`src/rtl/fpga_mailbox_pkg.sv`:
```
// Shared types and register map for the FPGA/CPU operand mailbox.
// Addresses are byte addresses as seen by both the FPGA and the CPU side.
package fpga_mailbox_pkg;

  typedef enum logic [1:0] {
    IDLE    = 2'd0,
    COLLECT = 2'd1,
    READY   = 2'd2,
    DONE    = 2'd3
  } state_t;

  typedef enum logic [2:0] {
    SEL_NONE   = 3'd0,
    SEL_OP1    = 3'd1,
    SEL_OP2    = 3'd2,
    SEL_OPSEL  = 3'd3,
    SEL_RESULT = 3'd4,
    SEL_STATUS = 3'd5
  } reg_sel_t;

  localparam logic [31:0] ADDR_OP1      = 32'd220;
  localparam logic [31:0] ADDR_OP2      = 32'd240;
  localparam logic [31:0] ADDR_OPSEL    = 32'd260;
  localparam logic [31:0] ADDR_RESULT   = 32'd280;
  localparam logic [31:0] ADDR_STATUS   = 32'd300;
  localparam logic [31:0] ADDR_UNMAPPED = 32'd320;

  localparam logic [2:0] MASK_FULL = 3'b111;

endpackage

```
`src/rtl/mbox_addr_dec.sv`:
```
// Combinational address decode shared by the FPGA and CPU ports.
module mbox_addr_dec
  import fpga_mailbox_pkg::*;
(
  input  logic [31:0] addr,
  output reg_sel_t    sel
);

  always_comb begin
    // NOTE: default assignment first so no path leaves sel unassigned (no latch).
    sel = SEL_NONE;
    case (addr)
      ADDR_OP1:      sel = SEL_OP1;
      ADDR_OP2:      sel = SEL_OP2;
      ADDR_OPSEL:    sel = SEL_OPSEL;
      ADDR_RESULT:   sel = SEL_RESULT;
      ADDR_STATUS:   sel = SEL_STATUS;
      ADDR_UNMAPPED: sel = SEL_NONE;
      default:       sel = SEL_NONE;
    endcase
  end

endmodule

```
`src/rtl/fpga_mailbox.sv`:
```
// Operand mailbox: the FPGA deposits OP1/OP2/OPSEL, the CPU computes and
// posts RESULT, and the FPGA collects it. nrstFPGA is a synchronous soft clear.
module fpga_mailbox
  import fpga_mailbox_pkg::*;
(
  input  logic        clk,
  input  logic        nrst,
  input  logic        FPGAEnable,
  input  logic        writeFPGA,
  input  logic        nrstFPGA,
  input  logic [31:0] fpga_addr,
  input  logic [31:0] fpga_wdata,
  output logic [31:0] fpga_rdata,
  input  logic        cpu_read,
  input  logic        cpu_write,
  input  logic [31:0] cpu_addr,
  input  logic [31:0] cpu_wdata,
  output logic [31:0] cpu_rdata,
  output logic        cpu_ack,
  output logic        cpu_start,
  output logic        done
);

  state_t      state, state_next;
  reg_sel_t    fpga_sel, cpu_sel;
  logic [31:0] op1, op2, result;
  logic [4:0]  opsel;
  logic [2:0]  mask;
  logic [31:0] status_word, cpu_read_val, fpga_read_val;
  logic        fpga_wr_ok, fpga_rd, result_wr;

  mbox_addr_dec u_fpga_dec (.addr(fpga_addr), .sel(fpga_sel));
  mbox_addr_dec u_cpu_dec  (.addr(cpu_addr),  .sel(cpu_sel));

  assign status_word = {29'b0, state == DONE, state == READY, state == COLLECT};

  assign fpga_rd    = FPGAEnable & ~writeFPGA;
  assign fpga_wr_ok = FPGAEnable & writeFPGA
                    & ((state == IDLE) | (state == COLLECT))
                    & ((fpga_sel == SEL_OP1) | (fpga_sel == SEL_OP2) | (fpga_sel == SEL_OPSEL));
  assign result_wr  = cpu_write & (state == READY) & (cpu_sel == SEL_RESULT);

  always_comb begin
    cpu_read_val = '0;
    case (cpu_sel)
      SEL_OP1:    cpu_read_val = op1;
      SEL_OP2:    cpu_read_val = op2;
      SEL_OPSEL:  cpu_read_val = {27'b0, opsel};
      SEL_RESULT: cpu_read_val = result;
      SEL_STATUS: cpu_read_val = status_word;
      default:    cpu_read_val = '0;
    endcase
  end

  // The FPGA may only see RESULT once the CPU has posted it.
  always_comb begin
    fpga_read_val = '0;
    case (fpga_sel)
      SEL_RESULT: fpga_read_val = (state == DONE) ? result : '0;
      SEL_STATUS: fpga_read_val = status_word;
      default:    fpga_read_val = '0;
    endcase
  end

  always_comb begin
    state_next = state;
    case (state)
      IDLE:    if (fpga_wr_ok)         state_next = COLLECT;
      COLLECT: if (mask == MASK_FULL)  state_next = READY;
      READY:   if (result_wr)          state_next = DONE;
      default: state_next = state;
    endcase
  end

  // NOTE: all state here is sequential, so every assignment uses <= to keep
  // reads of op1/result/state returning the pre-edge values.
  always_ff @(posedge clk or negedge nrst) begin
    if (!nrst) begin
      state      <= IDLE;
      op1        <= '0;
      op2        <= '0;
      opsel      <= '0;
      result     <= '0;
      mask       <= '0;
      fpga_rdata <= '0;
      cpu_rdata  <= '0;
      cpu_ack    <= 1'b0;
      cpu_start  <= 1'b0;
      done       <= 1'b0;
    end else if (!nrstFPGA) begin
      state      <= IDLE;
      op1        <= '0;
      op2        <= '0;
      opsel      <= '0;
      result     <= '0;
      mask       <= '0;
      fpga_rdata <= '0;
      cpu_rdata  <= '0;
      cpu_ack    <= 1'b0;
      cpu_start  <= 1'b0;
      done       <= 1'b0;
    end else begin
      state     <= state_next;
      cpu_start <= (state_next == READY);
      done      <= result_wr;
      cpu_ack   <= cpu_read;
      if (cpu_read) cpu_rdata  <= cpu_read_val;
      if (fpga_rd)  fpga_rdata <= fpga_read_val;
      if (result_wr) result <= cpu_wdata;
      if (fpga_wr_ok) begin
        case (fpga_sel)
          SEL_OP1:   begin op1   <= fpga_wdata;      mask[0] <= 1'b1; end
          SEL_OP2:   begin op2   <= fpga_wdata;      mask[1] <= 1'b1; end
          SEL_OPSEL: begin opsel <= fpga_wdata[4:0]; mask[2] <= 1'b1; end
          default:   ;
        endcase
      end
    end
  end

endmodule

```
`config.mk`:
```
export PLATFORM = sky130hd
export DESIGN_NAME = fpga_mailbox
export DESIGN_NICKNAME = d
export VERILOG_FILES = /design/src/rtl/fpga_mailbox_pkg.sv /design/src/rtl/mbox_addr_dec.sv /design/src/rtl/fpga_mailbox.sv
export SDC_FILE = /design/constraint.sdc
export NUM_CORES = 1
export LEC_CHECK = 0
export ABC_AREA = 1
export BUFFER_PORTS_ARGS = -buffer_cell sky130_fd_sc_hd__clkbuf_2
export CAP_MARGIN = 20
export CELL_PAD_IN_SITES_DETAIL_PLACEMENT = 0
export CELL_PAD_IN_SITES_GLOBAL_PLACEMENT = 2
export CORE_MARGIN = 2
export CORE_UTILIZATION = 34
export DETAILED_ROUTE_END_ITERATION = 6
export GPL_TIMING_DRIVEN = 0
export PLACE_DENSITY_LB_ADDON = 0.1
export SLEW_MARGIN = 40
export SYNTH_ARGS = -nofsm -noshare
export SYNTH_HDL_FRONTEND = slang
export SYNTH_SLANG_ARGS = --single-unit
```
`constraint.sdc`:
```
create_clock -name clk -period 2.9 [get_ports clk]
set_clock_uncertainty 0.1 [all_clocks]
set_input_delay 0.58 -clock clk [delete_from_list [all_inputs] [get_ports clk]]
set_output_delay 0.58 -clock clk [all_outputs]
set_load 0.02 [all_outputs]
```
# Word level (Yosys, flattened, before mapping)
# Index checks and enable logic that the tools add are counted.
op_classes:
  n_eq_ne: 32
  mux: 33
  bitwise_logic: 10
  n_reduce_logical: 4
ops:
  columns: ["op", "count"]
  rows:
  - ["two-way mux 32 bit", 13]
  - ["equality test 32 x 9 -> 1 bit, second input constant", 6]
  - ["one-hot mux 32 bit (5 select lines)", 1]
  - ["equality test 32 x 8 -> 1 bit, second input constant", 4]
  - ["one-hot mux 32 bit (2 select lines)", 1]
  - ["one-hot mux 3 bit (5 select lines)", 2]
  - ["equality test 3 bit, second input constant", 5]
  - ["two-way mux 5 bit", 3]
  - ["inequality test 2 x 1 -> 1 bit, second input constant", 7]
  - ["equality test 3 x 2 -> 1 bit, second input constant", 4]
  - ["two-way mux 2 bit", 4]
  - ["AND 1 bit", 6]
  - ["equality test 2 bit, second input constant", 3]
  - ["equality test 3 x 1 -> 1 bit, second input constant", 2]
  - ["two-way mux 1 bit", 6]
  - ["two-way mux 3 bit", 2]
  - ["one-hot mux 2 bit (3 select lines)", 1]
  - ["AND reduction 2 bit", 3]
  - ["OR 1 bit", 3]
  - ["equality test 2 x 1 -> 1 bit, second input constant", 1]
  - ["logical NOT 2 bit", 1]
  - ["NOT 1 bit", 1]
word_totals:
  ff_bits: 173
  in_bits: 135
  output_inout_bits: 67

# Depth between registers and ports, before layout
# Gate-level depths: netlist (run 1).
depth:
  depth_word: 10
  mapped_depth: 14

# Hierarchy
# Synthesis (run 1) repeated with hierarchy kept, for this count alone.
hier_totals:
  hier_cells: 1087
  area_unflattened_um2: 8276.7
by_module_without_submodules:
  columns: ["mod", "n_inst", "cells_each", "area_each_um2"]
  rows:
  - ["fpga_mailbox", 1, 955, 7741.2]
  - ["mbox_addr_dec", 2, 66, 267.8]

# Worst setup path after synthesis (run 1)
# Ideal clock, no wire load.
synth_timing:
  path_type: "input port to flip-flop"
  start: "input fpga_addr[12]"
  end: "register op2[24]"
  setup_time_ns: 0.118
  t_arrival_ns: 1.708
  path_slack_ns: 0.974
  stages: 14
  n_path_buf: 2
  cell_sequence: "inv_1 > nand2_1 > nor2_4 > nand2_1 > nor2_1 > nand2_1 > nand3_2 > nand2_1 > nand2_2 > nand2_2 > buf_6 > buf_6 > nand2_2 > o21ai_2"
synth_between:
  elab_chain_len: 8
  elab_cells_between_ends: 15
  cone_classes: "eq/ne: 10; mux: 1; bitwise: 3; reduce/logical: 1"
synth_rtl:
  columns: ["element", "line_no", "rtl"]
  rows:
  - ["start: declaration", "fpga_mailbox.sv:11", "input logic [31:0] fpga_addr,"]
  - ["equality test 32 x 9 -> 1 bit or equality test 32 x 8 -> 1 bit (tied branches)", "mbox_addr_dec.sv:12", "case (addr)"]
  - ["one-hot mux 3 bit (5 select lines) *", "mbox_addr_dec.sv:12", null]
  - ["equality test 3 x 1 -> 1 bit or equality test 3 x 2 -> 1 bit (tied branches)", "fpga_mailbox.sv:40, fpga_mailbox.sv:111", null]
  - ["OR 1 bit (2 in series)", "fpga_mailbox.sv:40", "& ((fpga_sel == SEL_OP1) | (fpga_sel == SEL_OP2) | (fpga_sel == SEL_OPSEL));"]
  - ["AND 1 bit", "fpga_mailbox.sv:40", null]
  - ["inequality test 2 x 1 -> 1 bit (no source line)", null, null]
  - ["AND reduction 2 bit (no source line) *", null, null]
  - ["end signal: assignment", "fpga_mailbox.sv:81", "op2 <= '0;"]
  - ["end signal: assignment", "fpga_mailbox.sv:93", "op2 <= '0;"]
  - ["end signal: assignment", "fpga_mailbox.sv:113", "SEL_OP2: begin op2 <= fpga_wdata; mask[1] <= 1'b1; end"]
  - ["end: declaration", "fpga_mailbox.sv:26", "logic [31:0] op1, op2, result;"]
# Mark *: on every way between the ends. The rest lies on a longest branch, timed or not.
# A chain may end at the register's enable or synchronous reset.

# Worst setup path in the final report (run 1)
layout_timing:
  start: "input nrstFPGA"
  end: "register result[25]"
layout_between:
  elab_chain_len: 1
  elab_cells_between_ends: 2
  cone_classes: "eq/ne: 1; mux: 1"
layout_rtl:
  columns: ["element", "line_no", "rtl"]
  rows:
  - ["start: declaration", "fpga_mailbox.sv:10", "input logic nrstFPGA,"]
  - ["inequality test 2 x 1 -> 1 bit (no source line) or two-way mux 32 bit (tied branches)", null, null]
  - ["end signal: assignment", "fpga_mailbox.sv:109", "if (result_wr) result <= cpu_wdata;"]
  - ["end: declaration", "fpga_mailbox.sv:26", null]
# Several ways; a longest one is shown, not always the timed one.

==> flow_metrics.env, run 1 <==
export IMPL_status="finished with violations"
export IMPL_violations="hold timing"
export IMPL_htreeDepth=4
export IMPL_synthSimpleGateAreaFrac_pct=32.17
export IMPL_power_density_nw_per_um2=497.3
export IMPL_cp_common_cell="clkbuf_1"
export IMPL_worstPathArrival_ps=2330
export IMPL_synth_top_cells_by_count="nand2_1 (431), dfrtp_1 (173), nand3_1 (118), inv_1 (87), nor2_1 (49)"
export IMPL_place_inst=1611
export IMPL_synth_compound_area_share_pct=9.496
export IMPL_antenna_cells=0
export IMPL_grt_start_max_net_pins=64
export IMPL_grt_overflow_total=0
export IMPL_crit_path_max_incr_delay_ps=600
export IMPL_clk_latency_ps=440
export IMPL_fin_nets=1435
export IMPL_relSlewSlack_pct=48.64
export IMPL_cp_start_kind="input port"
export IMPL_initial_core_util_pct=34.53
export IMPL_post_synth_fa_ha_maj_area_fraction_pct=0
export IMPL_setup_viol=0
export IMPL_synth_most_common_cell="nand2_1"
export IMPL_dr_pass1_iters=5
export IMPL_critPathCaptureType="flop"
export IMPL_use_met1_pct=30.75
export IMPL_track_usage_pct=21.77
export IMPL_netlist_cell_type_count=31
export IMPL_slowest_stage="clkbuf_1"
export IMPL_synth_mux_area_share_pct=0
export IMPL_synth_xor_area_share_pct=0
export IMPL_final_min_clock_period_ps=2058
export IMPL_syn_to_final_growth_pct=23.71
export IMPL_tightest_slew_ps=770.4
export IMPL_path_class="in2reg"
export IMPL_cts_resized=0
export IMPL_path_buf_inv=4
export IMPL_place_congestion=0.7931
export IMPL_use_met3_pct=3.081
export IMPL_die_area_um2=26870
export IMPL_synthTopCellsByArea="dfrtp_1 (50%), nand2_1 (19%), nand3_1 (6.8%), o21ai_2 (4.5%), inv_1 (3.8%)"
export IMPL_required_ps=3170
export IMPL_post_synth_top_area_fraction_pct=49.78
export IMPL_wl_per_cell_um=17.21
export IMPL_drt_initial_drc_count=496
export IMPL_netlist_area_um2=8696
export IMPL_hp_class="in2async"
export IMPL_drive_above_1_share_pct=27.04
export IMPL_routed_wl_um=28280
export IMPL_synthFlopType="dfrtp_1"
export IMPL_dpl_hpwl_um=20520
export IMPL_crit_family="buffers and inverters"
export IMPL_routed_via_density=4.803
export IMPL_cts_root_buf="clkbuf_16"
export IMPL_rows=58
export IMPL_crit_cells=6
export IMPL_p_leak_nw=5.960
export IMPL_synth_nets=1214
export IMPL_worstRegToRegCells=7
export IMPL_cts_tree="built"
export IMPL_vias=7892
export IMPL_drv_cap=0
export IMPL_synth_seq_cells=173
export IMPL_synth_cells=1079
export IMPL_grt_pass1_vias=7739
export IMPL_rsz0062_at_grt="false"
export IMPL_cts_buffers=17
export IMPL_instances_no_fill=1643
export IMPL_ir_worst_vdd_v=0.0003040
export IMPL_busiest_layer="met2"
export IMPL_synth_edf_count=0
export IMPL_fillCellCount=2695
export IMPL_cts_sinks=173
export IMPL_hold_viol_final=1
export IMPL_path_clk_slew_ps=80
export IMPL_path_cells="clkbuf_2 -> buf_2 -> clkbuf_1 -> clkbuf_1 -> nand2_1 -> o21ai_2"
export IMPL_worst_path_max_fanout=10
export IMPL_postCtsSetupRepairBufs=0
export IMPL_clock_path_buffers=2
export IMPL_port_buffers=200
export IMPL_drc=0
export IMPL_holdWs_ps=-3.712
export IMPL_io_pins=202
export IMPL_grt_pass1_wl_um=43930
export IMPL_grt_use_met2_pct=35.14
export IMPL_ys_seq_area_share_pct=49.78
export IMPL_die_w_um=163.9
export IMPL_synth_top_cell_by_area="dfrtp_1"
export IMPL_max_freq_ghz=0.4858
export IMPL_min_period_over_period_pct=70.98
export IMPL_ant_nets=0
export IMPL_async_flop_share_pct=100.0
export IMPL_final_max_slew_viol_count=0
export IMPL_synth_top_family_by_area="simple AND/OR/NAND/NOR gates"
export IMPL_syn_area_per_cell_um2=8.059
export IMPL_postCtsHoldBufs=0
export IMPL_core_area_um2=25180
export IMPL_antenna_found_initial=0
export IMPL_ys_warn_count=0
export IMPL_die_y_um=163.9
[worst register-to-register path, stage by stage, from the launching register on]
cell     delay [ps]
dfrtp_1         400
nand2_1         100
inv_1           180
nand2_1         100
inv_1           100
buf_2           270
buf_2           310
a32o_1          210
[cell families after synthesis]
family                 count (synthesis)
and+or+nand+nor                      655
DFF                                  173
buffers and inverters                151
AOI/OAI and AO/OA                    100
[placed cells by master, fill, tap and decap left out, types with 4 or more instances in the layout]
master     netlist  final
nand2_1        431    431
clkbuf_2         0    199
dfrtp_1        173    173
nand3_1        118    118
inv_1           87     87
nor2_1          49     49
o21ai_2         45     45
a32o_1          29     29
buf_6           19     19
nand2_2         18     18
o21ai_1         17     18
clkbuf_1        17     17
clkbuf_16        0     17
buf_2           12     12
nand4_1          9      9
buf_1            9      9
nor2_2           6      6
nor3_1           5      5
buf_4            5      5
inv_8            0      5
o21ai_0          5      4
[routing by layer]
layer  vias up  share of wire, %
li1       3903                 -
met1      3782                48
met2       184                46
met3        23               4.1
met4         0               1.4
met5         -                 0
[where the power goes]
part	internal [W]	switching, W
logic	0.000178	0.000321
clock network	0.00117	0.00113
registers	0.00249	0.0000593
[worst paths after layout]
path	start	to	slack, ps
worst max-delay path	nrstFPGA	result[25]$_DFFE_PN0P_	840
worst min-delay path	nrst	done$_DFF_PN0_	-4
worst max register to register	state[1]$_DFF_PN0_	fpga_rdata[25]$_DFFE_PN0P_	1070
worst min register to register	opsel[2]$_DFFE_PN0P_	opsel[2]$_DFFE_PN0P_	380
max in group asynchronous	nrst	op1[21]$_DFFE_PN0P_	2000
min in group clk	cpu_wdata[26]	result[26]$_DFFE_PN0P_	270
[registers in the layout, summed over array words and instances (netlist names)]
register	count
op1	32
opsel	5
cpu_start	1
op2	32
fpga_rdata	32
done	1
mask	3
state	2
cpu_rdata	32
result	32
cpu_ack	1
[layout make-up]
class | instances | area [um^2] | share of cell area (%)
Sequential cell | 173 | 4329 | 40.24
Multi-Input combinational cell | 755 | 3623 | 33.68
Timing Repair Buffer | 202 | 1065 | 9.898
Clock buffer | 18 | 439.2 | 4.082
Tap cell | 330 | 412.9 | 3.838
Buffer | 62 | 409.1 | 3.803
Inverter | 89 | 334.1 | 3.105
Clock inverter | 14 | 145.1 | 1.349
[metrics by stage]
stage	instance area [um^2]	TNS [ps]	setup slack (ps)	utilization [%]	power [W]
finish	10760	0	841.6	42.72	0.005350
global route	10760	0	672.9	42.72	0.005567
CTS	10760	0	836.8	42.72	0.005418
detailed placement	10170	0	377.9	40.40	0.003111
global placement	10110	-420630	-2447	40.15	0.003095
floorplan	8696	0	974.4	-	0.002837
No activity file was read; power rests on OpenSTA's default activity.
==> run 2: changes to the inputs <==
CORE_UTILIZATION = 31   (was 34)
clock period = 1.9 ns   (was 2.9 ns; I/O delays follow)
==> run 2 against run 1 <==
Against the previous run:
- the flow now finishes without violations
- register-to-register slack got worse by 910 ps
- critical path depth increased by 1
- setup slack got worse by 680 ps
- clock power increased by 58%
- largest power group unchanged
==> flow_metrics.env, run 2 (same netlist as run 1, synthesis figures left out) <==
export IMPL_die_y_um=171.5
export IMPL_path_cells="nand2_1 -> inv_1 -> nand2_1 -> inv_1 -> clkbuf_4 -> clkbuf_4 -> a32o_1"
export IMPL_status="completed"
export IMPL_min_period_over_period_pct=91.47
export IMPL_place_congestion=0.7861
export IMPL_busiest_layer="met2"
export IMPL_use_met3_pct=2.853
export IMPL_die_w_um=171.5
export IMPL_relSlewSlack_pct=49.09
export IMPL_crit_family="buffers and inverters"
export IMPL_required_ps=2130
export IMPL_tightest_slew_ps=763.7
export IMPL_core_area_um2=27710
export IMPL_ir_worst_vdd_v=0.0005420
export IMPL_mostFrequentLayoutCells="nand2_1 (431), clkbuf_2 (201), dfrtp_1 (173)"
export IMPL_setup_viol=0
export IMPL_final_util_pct=39.27
export IMPL_slowest_stage="dfrtp_1"
export IMPL_initial_core_util_pct=31.39
export IMPL_port_buffers=200
export IMPL_preCtsSetupSlack_ps=-446.4
export IMPL_drc=0
export IMPL_syn_to_final_growth_pct=25.12
export IMPL_path_buf_inv=4
export IMPL_wl_per_cell_um=16.84
export IMPL_htreeDepth=4
export IMPL_drv_cap=0
export IMPL_path_class="reg2reg"
export IMPL_grt_pass1_vias=7790
export IMPL_hold_viol_final=0
export IMPL_use_met1_pct=27.64
export IMPL_vias=7813
export IMPL_rows=61
export IMPL_final_common_cell="nand2_1"
export IMPL_cts_sinks=173
export IMPL_crit_path_max_incr_delay_ps=420
export IMPL_grt_start_max_net_pins=64
export IMPL_grt_overflow_total=0
export IMPL_die_area_um2=29410
export IMPL_routed_via_density=4.618
export IMPL_clk_latency_ps=440
export IMPL_clock_path_buffers=2
export IMPL_final_max_slew_viol_count=0
export IMPL_dr_pass1_iters=5
export IMPL_antenna_cells=0
export IMPL_cts_tree="built"
export IMPL_io_pins=202
export IMPL_grt_pass1_wl_um=44010
export IMPL_dpl_hpwl_um=20960
export IMPL_worst_path_max_fanout=10
export IMPL_r2r_setup_slack_ps=160
export IMPL_critPathCaptureType="flop"
export IMPL_p_leak_nw=5.982
export IMPL_max_freq_ghz=0.5754
export IMPL_path_clk_slew_ps=80
export IMPL_cts_buffers=17
export IMPL_hp_class="in2reg"
export IMPL_grt_use_met2_pct=32.83
export IMPL_fin_nets=1436
export IMPL_cp_start_kind="flop"
export IMPL_drt_initial_drc_count=437
export IMPL_routed_wl_um=28500
export IMPL_track_usage_pct=20.00
export IMPL_drive_above_1_share_pct=27.40
export IMPL_worstPathArrival_ps=1970
export IMPL_final_min_clock_period_ps=1738
export IMPL_antenna_found_initial=0
export IMPL_cts_root_buf="clkbuf_16"
export IMPL_worst_slack_ps=162.2
export IMPL_ant_nets=0
export IMPL_fin_setup_tns_ps=0
export IMPL_power_density_nw_per_um2=762.4
-- run 2: area by class of cell --
cell class,count,area [um^2]
Buffer,62,416.7
Timing Repair Buffer,203,1075
Multi-Input combinational cell,755,3641
Clock inverter,14,172.7
Sequential cell,173,4329
Fill cell,2982,16820
Tap cell,378,473.0
Clock buffer,18,439.2
Inverter,89,334.1
-- run 2: path summary, 6_finish.rpt --
check / start / to / depth (start not counted)
setup / recovery: state[1]$_DFF_PN0_ / fpga_rdata[25]$_DFFE_PN0P_ / 7
hold / removal: cpu_wdata[19] / result[19]$_DFFE_PN0P_ / 3
setup reg to reg: state[1]$_DFF_PN0_ / fpga_rdata[25]$_DFFE_PN0P_ / 7
hold reg to reg: opsel[4]$_DFFE_PN0P_ / opsel[4]$_DFFE_PN0P_ / 2
max in group asynchronous: nrst / fpga_rdata[30]$_DFFE_PN0P_ / 4
min in group asynchronous: nrst / done$_DFF_PN0_ / 2
-- run 2: repair_timing --
| action | 4_1_cts | 5_1_grt |
|---|---|---|
| hold buffers | 1 | 0 |
| buffers inserted | 0 | 0 |
| hold endpoints to repair | 52 | 0 |
| setup endpoints to repair | 0 | 90 |
| gates resized for setup | 0 | 11 |
-- run 2: worst register-to-register path, cell delays in order (launching register included) --
cell and delay [ps]:
dfrtp_1 420, nand2_1 110, inv_1 120, nand2_1 100
inv_1 70, clkbuf_4 220, clkbuf_4 230, a32o_1 280
-- run 2: metrics by stage --
stage / total power, W / instances / hold WS [ps] / area (um^2)
finish: 0.008295 / 1692 / 66.34 / 10880
detailed placement: 0.004747 / 1659 / 279.6 / 10230
floorplan: 0.004330 / 1079 / -15.59 / 8696
CTS: 0.008405 / 1692 / 59.09 / 10860
global placement: 0.004729 / 1657 / 355.1 / 10170
global route: 0.008649 / 1692 / 66.93 / 10880
-- run 2: where the power goes --
part / leakage, nW / internal (W) / switching, W / total, W
clock: 0.299 / 0.00192 / 0.00172 / 0.00364
combinational: 3.33 / 0.000274 / 0.000487 / 0.000762
sequential: 2.36 / 0.00381 / 0.0000914 / 0.00390
total: 5.98 / 0.00600 / 0.00230 / 0.00830
-- run 2: metal layers --
metal / wire (um) / up-vias / part of all wire [%]
met5: 0 / - / 0
met4: 376 / 0 / 1.3
met3: 1173 / 24 / 4.1
met2: 13290 / 179 / 47
met1: 13660 / 3719 / 48
li1: - / 3891 / -
==> run 3: changes to the inputs <==
REMOVE_ABC_BUFFERS = 1   (was default)
==> run 3 against run 2 <==
Against the previous run:
- largest cell class unchanged
- sequential share of layout area decreased by 0.75 points
- global-route usage decreased by 0.67 points
- non-clock buffer count decreased by 34
- sequential power about the same
- register-to-register slack about the same
- via count decreased by 1.1%
- setup slack got worse by 40 ps
- utilization increased by 0.75 points
- combinational power increased by 5.8%
- final cell count decreased by 1.8%
- flip-flop and latch count unchanged
==> flow_metrics.env, run 3 (same netlist as run 1, synthesis figures left out) <==
export IMPL_tightest_slew_ps=602.6
export IMPL_whs_endpoint="result[25]$_DFFE_PN0P_"
export IMPL_track_usage_pct=19.32
export IMPL_grt_pass1_vias=7564
export IMPL_antenna_found_initial=1
export IMPL_place_congestion=0.7434
export IMPL_drv_cap=0
export IMPL_power_w=0.008550
export IMPL_preCtsSetupSlack_ps=-1375
export IMPL_setup_viol=0
export IMPL_path_clk_slew_ps=80
export IMPL_worst_path_max_fanout=17
export IMPL_final_common_cell="nand2_1"
export IMPL_antenna_cells=0
export IMPL_ant_nets=0
export IMPL_critPathCaptureType="flop"
export IMPL_p_leak_nw=6.030
export IMPL_max_freq_ghz=0.5626
export IMPL_min_period_over_period_pct=93.55
export IMPL_drt_initial_drc_count=460
export IMPL_slowest_stage="nor2_2"
export IMPL_cts_buffers=17
export IMPL_vias=7725
export IMPL_grt_pass1_wl_um=43090
export IMPL_status="completed"
export IMPL_grt_start_max_net_pins=67
export IMPL_clock_path_buffers=2
export IMPL_core_area_um2=27710
export IMPL_relSlewSlack_pct=59.83
export IMPL_port_buffers=201
export IMPL_wl_per_cell_um=17.40
export IMPL_power_density_nw_per_um2=771.1
export IMPL_dr_pass1_iters=4
export IMPL_die_area_um2=29410
export IMPL_worstPathArrival_ps=1990
export IMPL_path_cells="clkbuf_2 -> inv_2 -> nand2_1 -> nor2_2 -> nand3_2 -> nor2_2 -> and2_4 -> a21oi_4 -> buf_8 -> buf_8 -> nand2_1 -> o21ai_2"
export IMPL_routed_wl_um=28910
export IMPL_final_min_clock_period_ps=1777
export IMPL_clk_latency_ps=420
export IMPL_holdWs_ps=85.93
export IMPL_hp_start="cpu_wdata[25]"
export IMPL_initial_core_util_pct=31.39
export IMPL_cts_root_buf="clkbuf_16"
export IMPL_grt_overflow_total=0
export IMPL_worstRegToRegCells=6
export IMPL_drc=0
export IMPL_seqCellArea_um2=4329
export IMPL_rsz0062_at_grt="false"
export IMPL_fillCellCount=2966
export IMPL_mostFrequentLayoutCells="nand2_1 (430), clkbuf_2 (198), dfrtp_1 (173)"
export IMPL_r2r_end="op2[11]$_DFFE_PN0P_"
export IMPL_final_area_um2=11090
export IMPL_holdPathStages=3
export IMPL_cp_start_kind="input port"
export IMPL_dpl_hpwl_um=16950
export IMPL_cts_tree="built"
export IMPL_ir_worst_vdd_v=0.0004552
export IMPL_cts_sinks=173
export IMPL_die_y_um=171.5
export IMPL_r2r_start="state[1]$_DFF_PN0_"
export IMPL_path_class="in2reg"
export IMPL_io_pins=202
export IMPL_syn_to_final_growth_pct=27.51
export IMPL_final_max_slew_viol_count=0
export IMPL_hold_viol_final=0
export IMPL_post_dp_cell_area_um2=10140
export IMPL_rows=61
export IMPL_routed_via_density=4.651
export IMPL_htreeDepth=4
export IMPL_fin_setup_tns_ps=0
export IMPL_crit_path_max_incr_delay_ps=320
export IMPL_multiInputGateArea_um2=3757
export IMPL_fin_nets=1407
export IMPL_die_w_um=171.5
export IMPL_drive_above_1_share_pct=28.14
export IMPL_worst_slack_ps=122.6
export IMPL_hp_class="in2reg"
export IMPL_required_ps=2110
export IMPL_r2r_setup_slack_ps=160
[run 3: cell count changes in the layout (fill, tap and decap cells not counted), moves of 4 or more]
cell,change
buf_2,-10
clkinv_8,-4
buf_4,+6
buf_1,-9
clkbuf_1,-15
buf_16,+7
buf_8,+4
buf_6,-18
[run 3: worst max-delay path: cells and delay by family]
| family | cells | cell delay [ps] |
|---|---|---|
| buffers and inverters | 4 | 480 |
| AOI/OAI and AO/OA | 2 | 140 |
| and+or+nand+nor | 6 | 980 |
[run 3: worst max-delay path by stage]
stage	start	endpoint	slack, ps	cells after the start
6_report	cpu_addr[12]	result[16]$_DFFE_PN0P_	120	12
2_1_floorplan	cpu_addr[17]	result[0]$_DFFE_PN0P_	-820	7
4_1_cts	fpga_addr[28]	op1[2]$_DFFE_PN0P_	30	9
3_3_place_gp	nrstFPGA	cpu_rdata[31]$_DFFE_PN0P_	-4910	5
5_1_grt	cpu_addr[5]	result[16]$_DFFE_PN0P_	2	12
3_5_place_dp	fpga_addr[28]	op1[27]$_DFFE_PN0P_	-1370	14
[run 3: metrics by stage]
stage | util [%] | cells
final | 40.02 | 1661
after global routing | 40.02 | 1661
after CTS | 39.51 | 1653
after detailed placement | 36.62 | 1610
after global placement | 35.25 | 1596
after floorplan | - | 1017
[run 3: metal layers]
layer,wire (um),GRT usage [%],vias up,share of wire [%]
li1,-,-,3834,-
met1,13970,26.59,3681,48
met2,13320,31.90,193,46
met3,1426,3.728,15,4.9
met4,172,3.537,2,0.60
met5,13,0,-,0.045
[run 3: repair_timing]
action | CTS | global route
resized for setup | 13 | 14
hold endpoints to repair | 23 | 0
setup endpoints to repair | 123 | 118
cloned | 4 | 3
hold buffers | 1 | 0
pin swaps | 3 | 3
buffers inserted | 8 | 5
[run 3: power by group]
group / switching (W) / leakage (nW) / total (W) / internal (W)
registers: 0.0000921 / 2.36 / 0.00390 / 0.00381
logic: 0.000498 / 3.37 / 0.000806 / 0.000308
clock network: 0.00161 / 0.305 / 0.00385 / 0.00223
[run 3: final cells by class]
| class | instances | area share, % |
|---|---|---|
| multi-input cells | 760 | 33.89 |
| clock inverters | 13 | 1.828 |
| flip-flops and latches | 173 | 39.04 |
| well taps | 378 | 4.265 |
| inverters | 89 | 3.239 |
| clock buffers | 17 | 3.837 |
| repair buffers | 231 | 13.90 |
